[config.mk]
export PLATFORM = sky130hd
export DESIGN_NAME = front_panel_debounce_flat
export DESIGN_NICKNAME = d
export VERILOG_FILES = /design/src/rtl/front_panel_debounce_if.sv /design/src/rtl/front_panel_debounce.sv /design/src/flat_wrapper.sv
export SDC_FILE = /design/constraint.sdc
export NUM_CORES = 1
export LEC_CHECK = 0
export ABC_CLOCK_PERIOD_IN_PS = 2600
export CAP_MARGIN = 20
export CORE_MARGIN = 8
export CORE_UTILIZATION = 25
export CTS_CLUSTER_DIAMETER = 40
export CTS_CLUSTER_SIZE = 20
export DETAILED_ROUTE_END_ITERATION = 10
export GPL_TIMING_DRIVEN = 0
export PLACE_DENSITY = 0.41
export SLEW_MARGIN = 20
export SYNTH_ARGS = -nofsm -noshare
export SYNTH_HDL_FRONTEND = slang
export SYNTH_SLANG_ARGS = --single-unit
[constraint.sdc]
create_clock -name clk -period 2.6 [get_ports clk]
set_clock_uncertainty 0.15 [all_clocks]
set_input_delay 0.52 -clock clk [delete_from_list [all_inputs] [get_ports clk]]
set_output_delay 0.52 -clock clk [all_outputs]
set_load 0.03 [all_outputs]
[src/rtl/front_panel_debounce_if.sv]
// Front-panel signal bundle: raw contacts from the panel, clean levels back.
// The panel side (or a test driver) uses master; the debouncer uses slave.
interface front_panel_debounce_if;
  logic [9:0] raw_keys;
  logic       raw_startn;
  logic       raw_stopn;
  logic       raw_clearn;
  logic       raw_door_closed;

  logic [9:0] keypad;
  logic       key_strobe;
  logic       startn;
  logic       stopn;
  logic       clearn;
  logic       door_closed;

  modport master (
    output raw_keys, raw_startn, raw_stopn, raw_clearn, raw_door_closed,
    input  keypad, key_strobe, startn, stopn, clearn, door_closed
  );

  modport slave (
    input  raw_keys, raw_startn, raw_stopn, raw_clearn, raw_door_closed,
    output keypad, key_strobe, startn, stopn, clearn, door_closed
  );
endinterface

[src/rtl/front_panel_debounce.sv]
// Front-panel input conditioner: two-flop synchronizers, per-line debounce
// for start/stop/clear/door, and a keypad FSM that only ever reports a
// stable single key (one-hot) or nothing.

// One scalar channel: synchronizer plus a counter that lets the output
// follow the synced input only after DEBOUNCE_CYCLES consecutive
// differing cycles.
module fpd_chan #(
  parameter int   DEBOUNCE_CYCLES = 16,
  parameter int   CNT_W           = $clog2(DEBOUNCE_CYCLES + 1),
  parameter logic RST_VAL         = 1'b1
) (
  input  logic clk,
  input  logic resetn,
  input  logic raw,
  output logic out
);
  localparam logic [CNT_W-1:0] CNT_LAST = CNT_W'(DEBOUNCE_CYCLES - 1);

  logic             meta_q, meta_d;
  logic             sync_q, sync_d;
  logic             out_q,  out_d;
  logic [CNT_W-1:0] cnt_q,  cnt_d;

  // synchronizer stage inputs and debounce counter next-state
  always_comb begin
    meta_d = raw;
    sync_d = meta_q;
    out_d  = out_q;
    cnt_d  = cnt_q;
    if (sync_q == out_q) begin
      cnt_d = '0;
    end else if (cnt_q == CNT_LAST) begin
      out_d = sync_q;
      cnt_d = '0;
    end else begin
      cnt_d = cnt_q + CNT_W'(1);
    end
  end

  // state registers; reset value doubles as the "safe" level of the line
  always_ff @(posedge clk or negedge resetn) begin
    if (!resetn) begin
      meta_q <= RST_VAL;
      sync_q <= RST_VAL;
      out_q  <= RST_VAL;
      cnt_q  <= '0;
    end else begin
      meta_q <= meta_d;
      sync_q <= sync_d;
      out_q  <= out_d;
      cnt_q  <= cnt_d;
    end
  end

  assign out = out_q;
endmodule

module front_panel_debounce #(
  parameter int DEBOUNCE_CYCLES = 16
) (
  input  logic                   clk,
  input  logic                   resetn,
  front_panel_debounce_if.slave  fp
);
  localparam int NUM_CH = 4;
  localparam int CNT_W  = $clog2(DEBOUNCE_CYCLES + 1);
  localparam logic [CNT_W-1:0] CNT_LAST = CNT_W'(DEBOUNCE_CYCLES - 1);
  // The IDLE cycle that captures the snapshot already counts as one stable
  // cycle, so QUAL needs only DEBOUNCE_CYCLES-1 more matching cycles. This
  // keeps press latency equal to release latency (sync + DEBOUNCE_CYCLES).
  localparam logic [CNT_W-1:0] QUAL_LAST = CNT_W'(DEBOUNCE_CYCLES - 2);
  // channel order: start, stop, clear (idle high), door (reset as open)
  localparam logic [NUM_CH-1:0] CH_RST = 4'b0111;

  // ---------------------------------------------------------------------
  // Button and door channels
  // ---------------------------------------------------------------------
  logic [NUM_CH-1:0] ch_raw;
  logic [NUM_CH-1:0] ch_out;

  assign ch_raw = {fp.raw_door_closed, fp.raw_clearn, fp.raw_stopn, fp.raw_startn};

  for (genvar i = 0; i < NUM_CH; i++) begin : g_chan
    fpd_chan #(
      .DEBOUNCE_CYCLES (DEBOUNCE_CYCLES),
      .CNT_W           (CNT_W),
      .RST_VAL         (CH_RST[i])
    ) u_chan (
      .clk    (clk),
      .resetn (resetn),
      .raw    (ch_raw[i]),
      .out    (ch_out[i])
    );
  end

  assign fp.startn      = ch_out[0];
  assign fp.stopn       = ch_out[1];
  assign fp.clearn      = ch_out[2];
  assign fp.door_closed = ch_out[3];

  // ---------------------------------------------------------------------
  // Keypad
  // ---------------------------------------------------------------------
  typedef enum logic [1:0] {
    KP_IDLE    = 2'd0,
    KP_QUAL    = 2'd1,
    KP_PRESSED = 2'd2,
    KP_LOCKOUT = 2'd3
  } kp_state_e;

  kp_state_e        state_q,  state_d;
  logic [9:0]       key_meta_q, key_meta_d;
  logic [9:0]       key_sync_q, key_sync_d;
  logic [9:0]       snap_q,   snap_d;
  logic [CNT_W-1:0] cnt_q,    cnt_d;
  logic [9:0]       keypad_q, keypad_d;
  logic             strobe_q, strobe_d;
  logic [9:0]       s;

  function automatic logic is_onehot(input logic [9:0] v);
    return (v != '0) && ((v & (v - 10'd1)) == '0);
  endfunction

  assign s = key_sync_q;

  // keypad synchronizer inputs
  always_comb begin
    key_meta_d = fp.raw_keys;
    key_sync_d = key_meta_q;
  end

  // keypad FSM next-state and registered outputs
  always_comb begin
    state_d  = state_q;
    snap_d   = snap_q;
    cnt_d    = cnt_q;
    keypad_d = keypad_q;
    strobe_d = 1'b0;
    unique case (state_q)
      KP_IDLE: begin
        keypad_d = '0;
        if (s != '0) begin
          snap_d  = s;
          cnt_d   = '0;
          state_d = KP_QUAL;
        end
      end
      KP_QUAL: begin
        if (s == '0) begin
          cnt_d   = '0;
          state_d = KP_IDLE;
        end else if (s != snap_q) begin
          snap_d = s;
          cnt_d  = '0;
        end else if (cnt_q == QUAL_LAST) begin
          cnt_d = '0;
          if (is_onehot(snap_q)) begin
            keypad_d = snap_q;
            strobe_d = 1'b1;
            state_d  = KP_PRESSED;
          end else begin
            state_d = KP_LOCKOUT;
          end
        end else begin
          cnt_d = cnt_q + CNT_W'(1);
        end
      end
      // PRESSED and LOCKOUT both wait for a debounced all-released pad;
      // any nonzero sample (extra keys, bounce) restarts the release count.
      KP_PRESSED, KP_LOCKOUT: begin
        if (s != '0) begin
          cnt_d = '0;
        end else if (cnt_q == CNT_LAST) begin
          cnt_d    = '0;
          keypad_d = '0;
          state_d  = KP_IDLE;
        end else begin
          cnt_d = cnt_q + CNT_W'(1);
        end
      end
      default: begin
        keypad_d = '0;
        cnt_d    = '0;
        state_d  = KP_IDLE;
      end
    endcase
  end

  // keypad state registers
  always_ff @(posedge clk or negedge resetn) begin
    if (!resetn) begin
      key_meta_q <= '0;
      key_sync_q <= '0;
      state_q    <= KP_IDLE;
      snap_q     <= '0;
      cnt_q      <= '0;
      keypad_q   <= '0;
      strobe_q   <= 1'b0;
    end else begin
      key_meta_q <= key_meta_d;
      key_sync_q <= key_sync_d;
      state_q    <= state_d;
      snap_q     <= snap_d;
      cnt_q      <= cnt_d;
      keypad_q   <= keypad_d;
      strobe_q   <= strobe_d;
    end
  end

  assign fp.keypad     = keypad_q;
  assign fp.key_strobe = strobe_q;
endmodule

[src/flat_wrapper.sv]
// flat-port wrapper written by rule: the top's interface ports become plain ports
module front_panel_debounce_flat 
#(
  parameter int DEBOUNCE_CYCLES = 16
)
  (clk, resetn, fp_raw_keys, fp_raw_startn, fp_raw_stopn, fp_raw_clearn, fp_raw_door_closed, fp_keypad, fp_key_strobe, fp_startn, fp_stopn, fp_clearn, fp_door_closed);
  front_panel_debounce_if fp_i ();
  input  logic clk;
  input  logic resetn;
  input wire logic [$bits(fp_i.raw_keys)-1:0] fp_raw_keys;
  input wire logic [$bits(fp_i.raw_startn)-1:0] fp_raw_startn;
  input wire logic [$bits(fp_i.raw_stopn)-1:0] fp_raw_stopn;
  input wire logic [$bits(fp_i.raw_clearn)-1:0] fp_raw_clearn;
  input wire logic [$bits(fp_i.raw_door_closed)-1:0] fp_raw_door_closed;
  output wire logic [$bits(fp_i.keypad)-1:0] fp_keypad;
  output wire logic [$bits(fp_i.key_strobe)-1:0] fp_key_strobe;
  output wire logic [$bits(fp_i.startn)-1:0] fp_startn;
  output wire logic [$bits(fp_i.stopn)-1:0] fp_stopn;
  output wire logic [$bits(fp_i.clearn)-1:0] fp_clearn;
  output wire logic [$bits(fp_i.door_closed)-1:0] fp_door_closed;
  assign fp_i.raw_keys = fp_raw_keys;
  assign fp_i.raw_startn = fp_raw_startn;
  assign fp_i.raw_stopn = fp_raw_stopn;
  assign fp_i.raw_clearn = fp_raw_clearn;
  assign fp_i.raw_door_closed = fp_raw_door_closed;
  assign fp_keypad = fp_i.keypad;
  assign fp_key_strobe = fp_i.key_strobe;
  assign fp_startn = fp_i.startn;
  assign fp_stopn = fp_i.stopn;
  assign fp_clearn = fp_i.clearn;
  assign fp_door_closed = fp_i.door_closed;
  front_panel_debounce #(.DEBOUNCE_CYCLES(DEBOUNCE_CYCLES)) u_core (.clk(clk), .resetn(resetn), .fp(fp_i));
endmodule
# [Yosys cells after proc, flatten, opt, wreduce, memory -nomap -nowiden]
# Cells that the tools add are included.
# W data, S select, Z words.
[word_totals] regBits=80 in_bits=16 out_inout_bits=15 elab_cells=112
[op_classes] n_addsub=6 eq_ne=24 mux=39 bitwise_logic=5 n_reduce_logical=15
[op_table] operator="$mux W10" count=9
[op_table] operator="$mux W5" count=14
[op_table] operator="$eq A5 B4 Y1 const B" count=6
[op_table] operator="$pmux W10 S3" count=1
[op_table] operator="$add A5 B1 Y5 const B" count=5
[op_table] operator="$logic_not A10 Y1" count=2
[op_table] operator="$pmux W10 S2" count=1
[op_table] operator="$reduce_bool A10 Y1" count=2
[op_table] operator="$pmux W5 S3" count=1
[op_table] operator="$mux W2" count=6
[op_table] operator="$and A10 B10 Y10" count=1
[op_table] operator="$ne A10 B10 Y1" count=1
[op_table] operator="$ne A2 B1 Y1 const B" count=5
[op_table] operator="$sub A10 B1 Y10 const B" count=1
[op_table] operator="$reduce_and A2 Y1" count=4
[op_table] operator="$mux W1" count=6
[op_table] operator="$ne A2 B2 Y1 const B" count=3
[op_table] operator="$pmux W2 S3" count=1
[op_table] operator="$reduce_and A6 Y1" count=1
[op_table] operator="$reduce_and A5 Y1" count=1
[op_table] operator="$eq A1 B1 Y1" count=4
[op_table] operator="$eq A2 B2 Y1 const B" count=2
[op_table] operator="$not A1 Y1" count=4
[op_table] operator="$reduce_and A4 Y1" count=1
[op_table] operator="7 further kinds" count=7

# [Logic depth before layout (Yosys ltp)]
# Gate-level depths: netlist of the first run.
[depth] ltp_word=9 depth_mapped=9 ltp_nobuf=8

# [Modules after synthesis]
# From an unflattened synthesis of the first run, not the netlist that was laid out.
[unflattened] hier_cells=262 hier_area_um2=3291.9
[by_module_without_submodules] mod="front_panel_debounce" n_inst=1 cells_per_inst=170 area_per_inst_um2=2034.5 seq_area_each_um2=1201.2
[by_module_without_submodules] mod="fpd_chan at u_core.g_chan[0].u_chan ..." n_inst=3 cells_per_inst=23 area_per_inst_um2=315.3 seq_area_each_um2=203.9
[by_module_without_submodules] mod="fpd_chan at u_core.g_chan[3].u_chan" n_inst=1 cells_per_inst=23 area_per_inst_um2=311.5 seq_area_each_um2=200.2

# [Least setup slack after synthesis of the first run]
# OpenSTA, ideal clock, no wires.
[synth_path] kind="register to register" start="register u_core.snap_q[1]" end="register u_core.keypad_q[1] (netlist: u_core.fp.keypad[1])" setup_ns=0.128 t_arrival_ns=1.952 required_ns=2.322 slack_ns=0.370 path_stages_with_launch=8 path_buffers=1 synth_period_minus_slack_ns=2.230 path_cell_list="dfrtp_1 -> or3_4 -> a211oi_2 -> o32ai_1 -> or4_4 -> buf_6 -> nand3_1 -> o21ai_0"
[synth_between] elab_chain_cells=6 elab_cells_between_ends=14 cone_classes="add/sub: 1; eq/ne: 3; mux: 5; bitwise: 1; reduce/logical: 4"
[synth_lines] element="start, declared" line="front_panel_debounce.sv:115" rtl="logic [9:0] snap_q, snap_d;"
[synth_lines] element="start signal, assigned" line="front_panel_debounce.sv:204" rtl="snap_q <= snap_d;"
[synth_lines] element="$sub A10 B1 Y10" line="front_panel_debounce.sv:122" rtl="return (v != '0) && ((v & (v - 10'd1)) == '0);"
[synth_lines] element="$and A10 B10 Y10" line="front_panel_debounce.sv:122"
[synth_lines] element="$logic_not A10 Y1" line="front_panel_debounce.sv:122"
[synth_lines] element="$logic_and A1 B1 Y1" line="front_panel_debounce.sv:122"
[synth_lines] element="$ne A2 B1 Y1 (no source line)"
[synth_lines] element="$reduce_and A6 Y1 (no source line)"
[synth_lines] element="end signal, assigned" line="front_panel_debounce.sv:206" rtl="keypad_q <= keypad_d;"
[synth_lines] element="end, declared" line="front_panel_debounce.sv:117" rtl="logic [9:0] keypad_q, keypad_d;"
# Parallel ways exist; a longest one is shown, timed or not. The select of a mux whose other input is x is not followed.
# A chain may end at the register's enable or synchronous reset.

# [Worst setup path after layout of the first run]
[layout_path] start="register u_core.snap_q[1]" end="register u_core.keypad_q[9] (netlist: u_core.fp.keypad[9])"
[layout_between] elab_chain_cells=6 elab_cells_between_ends=9 cone_classes="add/sub: 1; eq/ne: 3; bitwise: 1; reduce/logical: 4"
[layout_lines] element="$sub A10 B1 Y10" line="front_panel_debounce.sv:122"
[layout_lines] element="$and A10 B10 Y10" line="front_panel_debounce.sv:122"
[layout_lines] element="$logic_not A10 Y1" line="front_panel_debounce.sv:122"
[layout_lines] element="$logic_and A1 B1 Y1" line="front_panel_debounce.sv:122"
[layout_lines] element="$ne A2 B1 Y1 (no source line)"
[layout_lines] element="$reduce_and A6 Y1 (no source line) *"
# Every way passes the cells marked *; elsewhere a longest branch is shown, timed or not.

==> results by group, run 1 <==
Clocking
  – Sinks on the clock net: 80
  – Post-CTS setup buffers: 0
  – H-tree Lvls: 3
  – Root Buffer: clkbuf_16
  – Clock Latency Late Sink: 0.33 ns
  – Cts hold-fix bufs: 1
  – TritonCTS clock tree: done
  – CTS max path bufs: 2
  – Clk slew on worst S/H paths: 0.06 ns
  – PostCTS Resize Cnt: 0
  – Cts bufs inserted: 9

GRT
  – GRT Residual Overflow: 0
  – Largest net degree at the start of global routing: 56
  – Number of global-route vias before repair: 2,097
  – Initial antenna violation count: 0
  – First-pass GRT wire length: 10,610 um
  – Tot GR Track Use: 8.101%

Floorplanning
  – Die Y: 130.5 um
  – Area of the core: 13,030 um^2
  – Placement Rows: 42
  – Overall die width: 130.5 um
  – Initial Utilization: 25.13%
  – Area of the die: 17,020 um^2
  – IO Count: 31

STA
  – Hold Violations, Final: 0
  – Final Critical Period: 2.396 ns
  – Worst Tran Pin Value: 0.9004 ns
  – Relative slew slack: 39.69%
  – RSZ-0062 raised after global routing: false
  – F_max: 417.3 MHz
  – Tcrit/Tclk final: 92.17%
  – Final setup viols: 0
  – Fin. max-slew vios: 0

Power and ir drop
  – Clock network power share: 44.7%
  – PD cells: 651.7 nW/um^2
  – Switching power: 0.0006333 W
  – Internal power: 0.002047 W
  – Leakage power: 1.820 nW
  – Power share of the sequential group: 49.7%
  – Worst IR Drop VDD: 0.2795 mV
  – Switching Share: 23.63%
  – Combinational share of power: 5.6%
  – Power Total: 0.002680 W

Worst setup path
  – RR Startpoint: u_core.snap_q[1]
  – Worst R2R Path Depth: 7
  – Worst R2R End: u_core.fp.keypad[9]
  – R2r setup slk: 0.20 ns
  – WS Path Type: flop to flop
  – Arrival time worst endpoint: 2.45 ns
  – CP Launch Type: flop
  – Critical path fanouts, max: 10
  – CP Capture Type: flop
  – Required @ worst endpoint: 2.66 ns

Finish
  – Commonest non-fill, non-tap cell in the layout: dfrtp_1
  – Most frequent cells in the layout: dfrtp_1 (71), clkdlybuf4s50_1 (29), nor2_1 (25)
  – Final net count: 340
  – Fin cells: 497
  – Ratio of cells with drive above 1 in the final layout: 15.26%
  – Ant diodes: 0
  – Syn-to-layout area delta: 25.55%

Hold path
  – Worst hold path class: flop to flop
  – Worst Hold End: u_core.key_sync_q[3]
  – Min-Delay Startpoint: u_core.key_meta_q[3]
  – Hold path depth: 0

Synthesis
  – EDFF count, synth: 0
  – Top-area cell type share of the netlist area: 54.24%
  – Largest area contributor in the netlist: dfrtp_1
  – Synth Register Bits: 80
  – Distinct cells, synth: 42
  – Synth warnings: 0
  – Prevailing post-synth register cell: dfrtp_1
  – Top post-synthesis cells by area: dfrtp_1 (54%), dfstp_2 (7.2%), mux2_2 (4.8%), xor2_1 (3.7%), nand3_1 (3.2%)
  – FFs w/ async S/R, synth: 100.0%
  – Mapped Area: 3276 um^2
  – Post-Synthesis Cells: 273
  – Sequential area share after synthesis: 61.46%
  – Net count after synthesis: 297
  – Post-Syn Area per Cell: 12.00 um^2

Drt
  – Drc violations: 0
  – Starting DRC count in detailed routing: 95
  – Wire per inst: 12.34 um
  – Antenna viol nets, final: 0
  – Vias after detailed routing: 2,064
  – Routed WL: 6134 um
  – Via density: 4.153
  – DRT Pass-1 Iters: 4

Placement
  – Placed instance count: 480
  – Final HPWL DP: 4312 um
  – Placer Congestion: 0.7175
  – Port-buffer cells: 30

Run
  – Max-Cap Viols: 0

Outcome
  – Outcome: finished clean
-- power by group through the flow --
stage	registers [W]	clock network (W)	logic (W)
2_1_floorplan	0.00135	0	0.0000828
3_3_place_gp	0.00136	0	0.000148
6_report	0.00133	0.00120	0.000151
3_5_place_dp	0.00136	0	0.000155
4_1_cts	0.00133	0.00125	0.000157
5_1_grt	0.00134	0.00130	0.000175
-- state kept, by name, indices dropped and copies added (netlist names), 4 cells and up --
| register | cells |
|---|---|
| u_core.g_chan.u_chan.meta_q | 4 |
| u_core.key_sync_q | 10 |
| u_core.g_chan.u_chan.cnt_q | 20 |
| u_core.cnt_q | 5 |
| u_core.fp.keypad | 10 |
| u_core.g_chan.u_chan.out | 4 |
| u_core.snap_q | 10 |
| u_core.g_chan.u_chan.sync_q | 4 |
| u_core.key_meta_q | 10 |
-- worst max path at each step --
stage                      from  cells after the start  slack (ns)                          endpoint
2_1_floorplan  u_core.snap_q[1]                      7        0.37               u_core.fp.keypad[1]
6_report       u_core.snap_q[1]                      7        0.20               u_core.fp.keypad[9]
3_3_place_gp             resetn                      1       -2.10  u_core.g_chan[0].u_chan.cnt_q[4]
5_1_grt        u_core.snap_q[7]                      8        0.01               u_core.fp.keypad[6]
4_1_cts        u_core.snap_q[1]                      7        0.17               u_core.fp.keypad[9]
3_5_place_dp   u_core.snap_q[1]                      7        0.18               u_core.fp.keypad[9]
-- layout make-up --
class,count,area (um^2)
buffer,9,51.30
inverter,8,30.03
timing repair buffer,32,335.3
multi-input combinational,176,1181
sequential,80,2013
clock buffer,11,242.7
fill,1369,8920
clock inverter,5,38.79
tap,176,220.2
-- synthesized netlist by cell type (2+ instances only) --
| cell | count |
|---|---|
| a21oi_1 | 3 |
| a22oi_1 | 2 |
| a31oi_1 | 2 |
| and2_1 | 6 |
| and3_1 | 4 |
| and4_1 | 3 |
| buf_2 | 2 |
| buf_6 | 2 |
| clkbuf_1 | 5 |
| dfrtp_1 | 71 |
| dfstp_2 | 9 |
| ha_1 | 8 |
| inv_1 | 8 |
| mux2_2 | 14 |
| nand2_1 | 15 |
| nand3_1 | 21 |
| nand4_1 | 3 |
| nor2_1 | 25 |
| nor3_1 | 6 |
| nor3b_1 | 2 |
| nor4_1 | 3 |
| o21ai_0 | 15 |
| o21ai_1 | 2 |
| o31ai_1 | 2 |
| xnor2_1 | 10 |
| xor2_1 | 14 |
-- routing by layer --
metal / vias to the layer above / routed length, um / track usage [%]
met5: - / 0 / 0
met4: 0 / 103 / 3.444
met3: 8 / 383 / 3.125
met2: 37 / 2649 / 11.76
met1: 986 / 2997 / 10.53
li1: 1033 / - / -
-- critical path, cell delays in order, from the launching register on --
cell      delay, ns
dfrtp_1        0.47
or3_4          0.43
a211oi_2       0.19
o32ai_1        0.12
or4_4          0.58
buf_6          0.16
nand3_1        0.08
o21ai_0        0.09
-- per-stage QoR --
step	TNS, ns	utilization (%)	setup WS (ns)	hold WS (ns)	area [um^2]
after global placement	-158.20	29.13	-2.096	0.1875	3796
after detailed placement	0	29.32	0.1807	0.1862	3821
after floorplan	0	-	0.3703	0.07441	3276
final	0	31.56	0.2036	0.1998	4113
after global routing	0	31.56	0.01246	0.2085	4113
after CTS	0	31.56	0.1678	0.2023	4113
-- cells by family (layout without fill, tap and decap cells) --
logic type,count (synthesis),count (layout),share of synthesized area [%]
flip-flops,80,80,61.46
buffers and inverters,17,65,2.483
multiplexers,14,14,4.813
AND/OR/NAND/NOR,94,94,14.55
AO/OA/AOI/OAI,36,36,7.219
XOR/XNOR,24,24,6.417
adder cells (fa/ha/maj),8,8,3.056
(Power assumes the default switching activity.)
==> run 2: changes to the inputs <==
--- a/config.mk
+++ b/config.mk
@@ -12,9 +12,10 @@
 export CTS_CLUSTER_DIAMETER = 40
 export CTS_CLUSTER_SIZE = 20
 export DETAILED_ROUTE_END_ITERATION = 10
+export DONT_BUFFER_PORTS = 1
 export GPL_TIMING_DRIVEN = 0
-export PLACE_DENSITY = 0.41
-export SLEW_MARGIN = 20
+export PLACE_DENSITY = 0.38
+export SLEW_MARGIN = 25
 export SYNTH_ARGS = -nofsm -noshare
 export SYNTH_HDL_FRONTEND = slang
 export SYNTH_SLANG_ARGS = --single-unit
==> run 2 against run 1 <==
Largest power group unchanged. Critical path depth decreased by 1. Clock power up 4%. Critical path type unchanged. Fmax up 0.27%. Core utilization fell by 2.1 points.
==> results by group, run 2 (synthesized netlist as in run 1, its figures left out) <==
GRT
  – Number of global-route vias before repair: 2,132 (+1.7%)
  – First-pass GRT wire length: 10,680 um (+0.72%)
  – Initial antenna violation count: 1 (+1)
  – Tot GR Track Use: 8.353% (+0.25 points)
  – Largest net degree at the start of global routing: 81 (+45%)
  – GRT Residual Overflow: 0 (unchanged)

Floorplanning
  – Area of the die: 17,020 um^2 (unchanged)
  – Placement Rows: 42 (unchanged)
  – Die Y: 130.5 um (unchanged)
  – IO Count: 31 (unchanged)
  – Area of the core: 13,030 um^2 (unchanged)
  – Initial Utilization: 25.13% (unchanged)
  – Overall die width: 130.5 um (unchanged)

Worst setup path
  – CP Capture Type: flop
  – Arrival time worst endpoint: 2.48 ns (+0.03 ns)
  – RR Startpoint: u_core.snap_q[1]
  – WS Path Type: flop to flop
  – R2r setup slk: 0.21 ns (about the same)
  – Required @ worst endpoint: 2.69 ns (+0.03 ns)
  – CP Launch Type: flop
  – Worst R2R End: u_core.fp.keypad[2]
  – Critical path fanouts, max: 10 (unchanged)
  – Worst R2R Path Depth: 6 (-1)

Drt
  – Routed WL: 6254 um (+2.0%)
  – Starting DRC count in detailed routing: 70 (-26%)
  – Drc violations: 0 (unchanged)
  – Vias after detailed routing: 1,980 (-4.1%)
  – Antenna viol nets, final: 0 (unchanged)
  – DRT Pass-1 Iters: 4 (unchanged)
  – Wire per inst: 13.39 um (+8.5%)
  – Via density: 4.240 (+2.1%)

STA
  – Hold Slack: 0.02474 ns (-0.1750 ns)
  – TNS Setup: 0 ns (unchanged)
  – Final WS setup: 0.2099 ns (+0.006367 ns)
  – F_max: 418.4 MHz (+0.27%)
  – Final Critical Period: 2.390 ns (-0.006367 ns)
  – Tcrit/Tclk final: 91.93% (-0.24 points)
  – Final setup viols: 0 (unchanged)
  – RSZ-0062 raised after global routing: false
  – Hold Violations, Final: 0 (unchanged)
  – Relative slew slack: 41.64% (+2.0 points)
  – Fin. max-slew vios: 0 (unchanged)
  – Worst Tran Pin Value: 0.8713 ns (-0.02913 ns)

Hold path
  – Worst Hold End: u_core.g_chan[1].u_chan.meta_q
  – Worst hold path class: input pin to flop
  – Hold path depth: 0 (unchanged)
  – Min-Delay Startpoint: fp_raw_stopn

Placement
  – Placed instance count: 449 (-6.5%)
  – Final HPWL DP: 4207 um (-2.4%)
  – Placer Congestion: 0.6872 (-4.2%)
  – Dpl ws: 0.1922 ns (+0.01147 ns)
  – Port-buffer cells: 0 (-100%)
  – Placed instance area: 3496 um^2 (-8.5%)

Clocking
  – H-tree Lvls: 3 (unchanged)
  – Clock Latency Late Sink: 0.34 ns (about the same)
  – Post-CTS setup buffers: 0 (unchanged)
  – PostCTS Resize Cnt: 0 (unchanged)
  – CTS max path bufs: 2 (unchanged)
  – Root Buffer: clkbuf_16
  – TritonCTS clock tree: done
  – Sinks on the clock net: 80 (unchanged)
  – Cts bufs inserted: 9 (unchanged)
  – Clk slew on worst S/H paths: 0.06 ns (about the same)

Run
  – Max-Cap Viols: 0 (unchanged)

Power and ir drop
  – Power share of the sequential group: 49.2% (-0.5 points)
  – PD cells: 707.6 nW/um^2 (+8.6%)
  – Worst IR Drop VDD: 0.4737 mV (+69%)
  – Clock network power share: 46.1% (+1.4 points)
  – Leakage power: 1.715 nW (-5.8%)
  – Internal power: 0.002081 W (+1.7%)
  – Switching power: 0.0006316 W (-0.27%)
  – Switching Share: 23.28% (-0.35 points)
  – Combinational share of power: 4.7% (-0.9 points)

Finish
  – Ratio of cells with drive above 1 in the final layout: 16.90% (+1.6 points)
  – Fin area: 3834 um^2 (-6.8%)
  – Biggest register: u_core.g_chan.u_chan.cnt_q
  – # fillers: 1,402 (+2.4%)
  – Fin cells: 467 (-6.0%)
  – Commonest non-fill, non-tap cell in the layout: dfrtp_1
  – Final net count: 309 (-9.1%)
  – Most frequent cells in the layout: dfrtp_1 (71), nor2_1 (25), nand3_1 (21)
  – Syn-to-layout area delta: 17.04%
  – Max reg flops: 20 (unchanged)

Outcome
  – Outcome: finished clean
==> run 2: cell count changes in the layout (fill, tap and decap cells not counted) <==
cell / change
inv_6: -1
clkinvlp_4: +1
clkdlybuf4s50_1: -29
buf_4: -1
clkbuf_16: +1
diode_2: +1
clkbuf_1: -2
==> run 2: critical path, stage by stage (launching register included) <==
cell      delay (ns)
dfrtp_1         0.46
or3_4           0.42
a211oi_2        0.19
o32ai_1         0.12
or4_4           0.58
buf_6           0.16
o31ai_1         0.20
==> run 2: worst max path at each step <==
stage,slack (ns),to,startpoint
CTS,0.18,u_core.fp.keypad[2],u_core.snap_q[3]
global placement,0.20,u_core.fp.keypad[2],u_core.snap_q[1]
global route,0.01,u_core.fp.keypad[2],u_core.snap_q[7]
detailed placement,0.19,u_core.fp.keypad[2],u_core.snap_q[3]
floorplan,0.37,u_core.fp.keypad[1],u_core.snap_q[1]
finish,0.21,u_core.fp.keypad[2],u_core.snap_q[1]
==> run 2: power groups by stage <==
stage / sequential [W] / clock (W) / combinational [W]
after global routing: 0.00134 / 0.00136 / 0.000149
final: 0.00133 / 0.00125 / 0.000127
after detailed placement: 0.00136 / 0 / 0.000100
after CTS: 0.00133 / 0.00131 / 0.000134
after floorplan: 0.00135 / 0 / 0.0000828
after global placement: 0.00136 / 0 / 0.000100
==> run 2: per-stage QoR <==
stage / utilization [%] / power, W
3_5_place_dp: 26.82 / 0.001456
4_1_cts: 29.43 / 0.002779
2_1_floorplan: - / 0.001428
6_report: 29.42 / 0.002713
3_3_place_gp: 26.82 / 0.001456
5_1_grt: 29.42 / 0.002853
==> run 2: area by class of cell <==
class,count,area [um^2],area share (%)
antenna,1,2.502,0.06527
buffer,8,47.55,1.240
clock buffer,11,264.0,6.886
clock inverter,5,37.54,0.9791
inverter,8,30.03,0.7833
multi-input combinational,176,1181,30.81
sequential,80,2013,52.51
tap,176,220.2,5.744
timing repair buffer,2,37.54,0.9791
==> run 2: what timing repair did <==
| item | CTS | global route |
|---|---|---|
| hold endpoints to repair | 80 | 0 |
| setup endpoints to repair | 0 | 1 |
| hold buffers | 2 | 0 |
==> run 2: layer usage <==
layer | up-vias | GRT usage (%) | wire (um)
li1 | 974 | - | -
met1 | 958 | 10.01 | 2937
met2 | 40 | 12.28 | 2723
met3 | 8 | 4.343 | 470
met4 | 0 | 3.646 | 123
met5 | - | 0 | 0
